**config.mk**
```make
export PLATFORM = sky130hd
export DESIGN_NAME = lfsr_crc_stream
export DESIGN_NICKNAME = d
export VERILOG_FILES = /design/src/rtl/lfsr_pkg.sv /design/src/rtl/lfsr.sv /design/src/rtl/lfsr_crc_stream.sv
export SDC_FILE = /design/constraint.sdc
export NUM_CORES = 1
export LEC_CHECK = 0
export ABC_AREA = 0
export CELL_PAD_IN_SITES_DETAIL_PLACEMENT = 1
export CELL_PAD_IN_SITES_GLOBAL_PLACEMENT = 2
export CORE_MARGIN = 2
export CORE_UTILIZATION = 39
export CTS_CLUSTER_SIZE = 24
export DETAILED_ROUTE_END_ITERATION = 10
export PLACE_DENSITY_LB_ADDON = 0.1
export SLEW_MARGIN = 20
export SYNTH_ARGS = -nofsm -noshare
export SYNTH_HDL_FRONTEND = slang
export SYNTH_SLANG_ARGS = --single-unit --ignore-timing --ignore-initial --compat-mode --unroll-limit 50000
```
**constraint.sdc**
```tcl
create_clock -name clk -period 11 [get_ports clk]
set_input_delay 1.65 -clock clk [delete_from_list [all_inputs] [get_ports clk]]
set_output_delay 1.65 -clock clk [all_outputs]
set_load 0.05 [all_outputs]
```
**src/rtl/lfsr_pkg.sv**
```systemverilog
// Shared LFSR/CRC definitions: configuration names, output FSM states and
// the byte-keep helper used to size the final beat of a frame.
package lfsr_pkg;

    localparam string LFSR_GALOIS    = "GALOIS";
    localparam string LFSR_FIBONACCI = "FIBONACCI";

    // Widest keep vector keep_count() accepts; callers zero-extend to this.
    localparam int KEEP_MAX = 128;

    typedef enum logic {
        OUT_EMPTY = 1'b0,
        OUT_FULL  = 1'b1
    } out_state_t;

    // Number of contiguous ones starting at bit 0; anything above the first
    // zero is ignored, so 8'b0000_1011 counts as 2.
    function automatic int unsigned keep_count(input logic [KEEP_MAX-1:0] keep);
        int unsigned n;
        logic        run;
        n   = 0;
        run = 1'b1;
        for (int i = 0; i < KEEP_MAX; i++) begin
            run = run & keep[i];
            if (run) begin
                n++;
            end
        end
        return n;
    endfunction

endpackage

```
**src/rtl/lfsr.sv**
```systemverilog
// Combinational LFSR step: advances state_in over every bit of data_in.
// Byte 0 is consumed first; REVERSE selects LSB-first order within a byte.
module lfsr
    import lfsr_pkg::*;
#(
    parameter int                    LFSR_WIDTH  = 32,
    parameter logic [LFSR_WIDTH-1:0] LFSR_POLY   = 32'h04c11db7,
    parameter string                 LFSR_CONFIG = "GALOIS",
    parameter bit                    REVERSE     = 1'b1,
    parameter int                    DATA_WIDTH  = 8,
    parameter string                 STYLE       = "AUTO"
) (
    input  logic [DATA_WIDTH-1:0] data_in,
    input  logic [LFSR_WIDTH-1:0] state_in,
    output logic [LFSR_WIDTH-1:0] state_out
);

    localparam bit                    IS_GALOIS = (LFSR_CONFIG == LFSR_GALOIS);
    localparam logic [LFSR_WIDTH-1:0] POLY_REV  = {<<{LFSR_POLY}};

    if (LFSR_CONFIG != LFSR_GALOIS && LFSR_CONFIG != LFSR_FIBONACCI) begin : g_bad_config
        $error("lfsr: LFSR_CONFIG must be GALOIS or FIBONACCI");
    end

    // Only the unrolled-loop form exists; AUTO maps onto it.
    if (STYLE != "AUTO" && STYLE != "LOOP") begin : g_bad_style
        $error("lfsr: STYLE must be AUTO or LOOP");
    end

    logic [LFSR_WIDTH-1:0] state;
    logic                  fb;
    logic                  din;

    // Reflected modes keep the register bit-reversed so the result needs no
    // final reflection.
    always_comb begin
        state = state_in;
        fb    = 1'b0;
        din   = 1'b0;
        for (int i = 0; i < DATA_WIDTH; i++) begin
            din = REVERSE ? data_in[i] : data_in[8*(i/8) + 7 - (i%8)];
            if (IS_GALOIS) begin
                if (REVERSE) begin
                    fb    = state[0] ^ din;
                    state = state >> 1;
                    if (fb) state ^= POLY_REV;
                end else begin
                    fb    = state[LFSR_WIDTH-1] ^ din;
                    state = state << 1;
                    if (fb) state ^= LFSR_POLY;
                end
            end else begin
                if (REVERSE) begin
                    fb = din ^ state[0];
                    for (int j = 1; j < LFSR_WIDTH; j++) begin
                        if (LFSR_POLY[LFSR_WIDTH-j]) fb ^= state[j];
                    end
                    state = {fb, state[LFSR_WIDTH-1:1]};
                end else begin
                    fb = din ^ state[LFSR_WIDTH-1];
                    for (int j = 0; j < LFSR_WIDTH-1; j++) begin
                        if (LFSR_POLY[j+1]) fb ^= state[j];
                    end
                    state = {state[LFSR_WIDTH-2:0], fb};
                end
            end
        end
        state_out = state;
    end

endmodule

```
**src/rtl/lfsr_crc_stream.sv**
```systemverilog
// Framed CRC engine: accumulates a CRC over multi-beat frames and emits one
// CRC plus saturating byte count per frame behind a valid/ready handshake.
//
// state     | meaning
// ----------+----------------------------------------------------------
// OUT_EMPTY | no result held; crc_out_valid low
// OUT_FULL  | result held in crc_out/crc_out_len until crc_out_ready
module lfsr_crc_stream
    import lfsr_pkg::*;
#(
    parameter int                    LFSR_WIDTH  = 32,
    parameter logic [LFSR_WIDTH-1:0] LFSR_POLY   = 32'h04c11db7,
    parameter logic [LFSR_WIDTH-1:0] LFSR_INIT   = '1,
    parameter string                 LFSR_CONFIG = "GALOIS",
    parameter bit                    REVERSE     = 1'b1,
    parameter bit                    INVERT      = 1'b1,
    parameter int                    DATA_WIDTH  = 64,
    parameter int                    KEEP_WIDTH  = DATA_WIDTH/8,
    parameter int                    LEN_WIDTH   = 16,
    parameter string                 STYLE       = "AUTO"
) (
    input  logic                  clk,
    input  logic                  rst,
    input  logic [DATA_WIDTH-1:0] data_in,
    input  logic [KEEP_WIDTH-1:0] data_in_keep,
    input  logic                  data_in_valid,
    input  logic                  data_in_last,
    output logic                  data_in_ready,
    output logic [LFSR_WIDTH-1:0] crc_out,
    output logic [LEN_WIDTH-1:0]  crc_out_len,
    output logic                  crc_out_valid,
    input  logic                  crc_out_ready
);

    localparam int CNT_W = $clog2(KEEP_WIDTH + 1);
    localparam int SUM_W = LEN_WIDTH + CNT_W;

    if (KEEP_WIDTH * 8 != DATA_WIDTH || KEEP_WIDTH > KEEP_MAX) begin : g_bad_width
        $error("lfsr_crc_stream: DATA_WIDTH must be 8*KEEP_WIDTH, KEEP_WIDTH <= KEEP_MAX");
    end

    logic [LFSR_WIDTH-1:0] crc_state;
    logic [LEN_WIDTH-1:0]  byte_cnt;
    out_state_t            out_state;
    out_state_t            out_state_next;

    logic                  fire;
    logic                  last_fire;
    logic [CNT_W-1:0]      keep_n;
    logic [CNT_W-1:0]      addend;
    logic [SUM_W-1:0]      len_sum;
    logic [LEN_WIDTH-1:0]  len_next;
    logic [LFSR_WIDTH-1:0] last_state;
    logic [LFSR_WIDTH-1:0] lane_state [KEEP_WIDTH];

    // Instance k folds the low k+1 bytes into crc_state.
    for (genvar k = 0; k < KEEP_WIDTH; k++) begin : g_lane
        lfsr #(
            .LFSR_WIDTH (LFSR_WIDTH),
            .LFSR_POLY  (LFSR_POLY),
            .LFSR_CONFIG(LFSR_CONFIG),
            .REVERSE    (REVERSE),
            .DATA_WIDTH (8 * (k + 1)),
            .STYLE      (STYLE)
        ) u_lfsr (
            .data_in  (data_in[8*(k+1)-1:0]),
            .state_in (crc_state),
            .state_out(lane_state[k])
        );
    end

    assign crc_out_valid = (out_state == OUT_FULL);
    assign data_in_ready = !crc_out_valid || crc_out_ready;
    assign fire          = data_in_valid && data_in_ready;
    assign last_fire     = fire && data_in_last;

    always_comb begin
        keep_n     = CNT_W'(keep_count(KEEP_MAX'(data_in_keep)));
        last_state = crc_state;
        for (int k = 0; k < KEEP_WIDTH; k++) begin
            if (int'(keep_n) == k + 1) last_state = lane_state[k];
        end
        addend  = data_in_last ? keep_n : CNT_W'(KEEP_WIDTH);
        len_sum = SUM_W'(byte_cnt) + SUM_W'(addend);
        if (len_sum[SUM_W-1:LEN_WIDTH] != '0) begin
            len_next = '1;
        end else begin
            len_next = len_sum[LEN_WIDTH-1:0];
        end
    end

    // A result can only be taken from FULL when the consumer is ready, so a
    // simultaneous last beat keeps the FSM in FULL with no bubble.
    always_comb begin
        out_state_next = out_state;
        case (out_state)
            OUT_EMPTY: if (last_fire) out_state_next = OUT_FULL;
            OUT_FULL:  if (crc_out_ready && !last_fire) out_state_next = OUT_EMPTY;
            default:   out_state_next = OUT_EMPTY;
        endcase
    end

    always_ff @(posedge clk) begin
        if (rst) begin
            crc_state   <= LFSR_INIT;
            byte_cnt    <= '0;
            out_state   <= OUT_EMPTY;
            crc_out     <= '0;
            crc_out_len <= '0;
        end else begin
            out_state <= out_state_next;
            if (last_fire) begin
                crc_state   <= LFSR_INIT;
                byte_cnt    <= '0;
                crc_out     <= INVERT ? ~last_state : last_state;
                crc_out_len <= len_next;
            end else if (fire) begin
                crc_state <= lane_state[KEEP_WIDTH-1];
                byte_cnt  <= len_next;
            end
        end
    end

endmodule

```
==> flow_results.org <==
** Route
- First-iteration detailed-routing DRC count :: 895
- Post-route ant nets :: 0
- The detailed router placed 12.6k vias in this run.
- Post-detailed-route wirelength per cell :: between 20 and 30 um
- After detailed routing, the number of remaining DRC violations is 0.
- For this run, the detailed router's first-pass iteration total came to 5.
- Post-detailed-route via-to-cell ratio :: approximately 5.6
- Overall routed net length :: around 65 mm

** Die
- Row cnt :: 74
- The initial utilization of the core area, before any placement, comes to 0.393.
- The floorplan step defined a core boundary enclosing ~41,000 um2.
- The floorplan step set the die height to 206 um.
- Die width :: 206 um
- Die Outline Area :: around 43,000 um2
- Pin placement for this block handled between 100 and 150 I/O pins.

** Clock network
- In this run the deepest clock path goes through 2 buffers.
- Post CTS Setup Buffer Count :: 0
- In this run, post-CTS hold repair placed 0 buffers.
- The cell sitting at the root of the clock tree is a clkbuf_16.
- The clock net in this run drives a total of 97 sinks.
- CTS buffer count :: 9
- CTS built an H-tree with a depth of 3.
- After clock tree synthesis, the repair step resized 0 gates.
- Clock tree from TritonCTS :: done
- Clock latency on the worst-skew pair, taken at its later pin, is 350 ps.
- Clock-pin slew was measured on the worst setup and hold paths at roughly 80 ps.

** Logic synthesis
- Of all cell types, the one taking the most synthesized area is xnor3_1.
- Post-synth ARST share :: 0
- In this run the cell area of the synthesized design comes to around 16,000 um2.
- Sequential area share after synthesis :: 0.122
- Most area-consuming cells after synthesis :: xnor3_1 (21%), xnor2_1 (19%), dfxtp_1 (12%), xor2_1 (5.9%), xor3_1 (4.3%)
- Each instance of the synthesized netlist takes up on average approximately 9.8 um2.
- Warnings from Yosys :: 0
- Number of flip-flops and latches in the synthesized netlist :: 97
- Most used flip-flop cell after synthesis :: dfxtp_1
- In this run, distinct cell masters in the synthesized netlist total 56.
- The synthesized design contains 0 enable-type register cells.
- The share of synthesized area in the top cell type comes to 0.207.
- Count of mapped cells out of synthesis :: between 1.5k and 2k
- The number of nets in the synthesized netlist is ~1.7k.

** Finish
- Layout-stage area growth over the synthesis result :: 14.0%
- Registers take 1940 um2.
- Counting the fill cells in the layout gives ~4.5k.
- Of the cells placed in the final design, the portion with a size suffix greater than 1 is 0.0972.
- Most frequent standard cell in the layout excluding fill and tap cells :: xnor2_1
- Most frequent cells in the layout :: xnor2_1 (338), xnor3_1 (147), nand2_1 (146)
- The net count of the finished layout is about 1.8k.
- Area of the multi-input gates :: 13,600 um2
- Count of antenna diodes in the layout :: 0
- At the end of the flow the core is filled with cells to 0.448.

** Global routing
- Vias in the first global route :: 13.2k
- Global routing finished with a remaining overflow of 0.
- Antenna violations before repair :: 0
- For this run, the total global-route usage over all layers was measured as 0.306.
- Wire length of the first global-routing pass :: 92.7 mm
- Entering global routing, the biggest net connects 67 pins.

** Timing
- Final hold analysis gives a worst-case slack of around 440 ps.
- Transition at the pin with the smallest max-transition slack :: between 1000 and 1500 ps
- Measured against its own limit, the worst slew margin works out to 0.278.
- Subtracting the final worst setup slack from the clock period gives 10,390 ps.
- Ratio of final minimum period to clock period :: 0.945
- Timing-limited maximum frequency :: ~96 MHz
- The number of max-slew violations in the final report is 0.
- The number of hold violations in the final report was 0.
- Clock skew :: approximately 10 ps
- Setup repair after global routing left no endpoint under its margin.
- Setup slack closes at ~600 ps.
- For the final routed database, the setup TNS stands at 0 ps.
- Final setup violating endpoints :: 0

** Worst setup path
- Data on the critical path is required at its endpoint by roughly 11,000 ps.
- Cell depth of the worst flop-to-flop path :: 17
- Critical path launch point type :: input pin
- The worst setup path is of the in -> reg kind.
- Crit path arrival time :: ~11,000 ps
- The setup check on the worst reg-to-reg path leaves a slack of roughly 1800 ps.
- Critical Path Sink Type :: flip-flop
- Of all nets on the critical path, the largest fanout is 9.
- R2r endpoint :: crc_out[20]
- The startpoint identified for the worst register-to-register timing path is crc_state[0].

** Hold path
- The worst hold path begins at crc_out[29].
- The worst hold path terminates at crc_out[29].
- Cell count of the worst hold path :: 2
- Worst Hold Class :: reg -> reg

** Placement
- Once detailed placement completed, the half-perimeter wirelength came to between 50 and 60 mm.
- At the end of routability-driven placement, the weighted congestion stood at 0.958.
- Post-place setup slack :: between 200 and 300 ps
- During placement, the flow inserted port buffers numbering 126.

** Run
- Max-cap violations in this run came to 0.

** Run status
- The run finished with clean final reports.
==> critical path: stages <==
cell             delay, ps
clkdlybuf4s50_1        530
xor2_1                 460
xnor3_1                620
xor2_1                 340
xor2_1                 550
xnor3_1                840
xnor2_2                330
xnor2_2                530
xnor3_1                810
xor2_2                 630
xnor3_1                470
xnor3_2                620
xnor3_1                530
xnor3_2                520
xnor3_2                390
xor3_1                 430
nand2_1                 60
a311oi_1               300
==> cell type report <==
type | instances | area share
Timing Repair Buffer | 170 | 0.0872
Clock buffer | 10 | 0.0131
Multi-Input combinational cell | 1424 | 0.750
Inverter | 11 | 0.00227
Clock inverter | 6 | 0.00454
Sequential cell | 97 | 0.107
Tap cell | 532 | 0.0366
==> Yosys cell counts (all sizes together), types with 2 or more instances <==
library cell    n
o31ai           4
o311ai          2
a211oi         56
nor3           18
mux2            3
nand4           3
xor2          122
nor2b           4
xnor2         392
a211o           5
o21a            2
dfxtp          97
xor3           30
a32o            2
nand3          22
and3            9
nand2         147
o21ai          62
xnor3         164
clkbuf         78
or2             5
o221a           2
nand2b          6
o211ai         76
a311oi         27
and2            6
a31oi           5
buf            16
nor2          128
mux2i          13
a21oi          84
inv            11
ha              9
or3             4
==> metrics by stage <==
step / instance area, um2 / cells
floorplan: 16000 / 1626
global placement: 17900 / 2234
detailed placement: 17900 / 2234
CTS: 18200 / 2250
global route: 18200 / 2250
finish: 18200 / 2250
==> metal layers <==
metal	wire length, um	global-route usage	vias to the layer above
li1	-	-	5827
met1	27700	0.402	6268
met2	30500	0.508	433
met3	3650	0.0378	113
met4	3080	0.129	0
met5	0	0	-
==> worst max path at each step <==
stage | slack (ps) | endpoint | from
after global routing | 280 | crc_out[20] | data_in[0]
after detailed placement | 290 | crc_out[23] | data_in[0]
after floorplan | 2670 | crc_out[20] | data_in[0]
after CTS | 580 | crc_out[20] | data_in[0]
after global placement | 360 | crc_out[20] | data_in[0]
final | 610 | crc_out[20] | data_in[0]
==> registers in the layout (all words and copies together) (netlist names) <==
| signal | flops |
|---|---|
| crc_state | 32 |
| byte_cnt | 16 |
| crc_out_len | 16 |
| crc_out_valid | 1 |
| crc_out | 32 |
==> logic make-up (layout without fill, tap and decap cells) <==
| family | Yosys count | after routing | synth area share |
|---|---|---|---|
| AOI/OAI and AO/OA | 335 | 335 | 0.138 |
| xor gates and xnor gates | 708 | 708 | 0.602 |
| adders and majority gates | 10 | 10 | 0.00831 |
| buffers and inverters | 105 | 197 | 0.0266 |
| DFF | 97 | 97 | 0.122 |
| muxes | 16 | 16 | 0.0103 |
| and+or+nand+nor | 355 | 355 | 0.0931 |
Power is left out: the tool's default activity adds up to more than one toggle a clock period on the data nets, which glitch-free logic cannot reach.
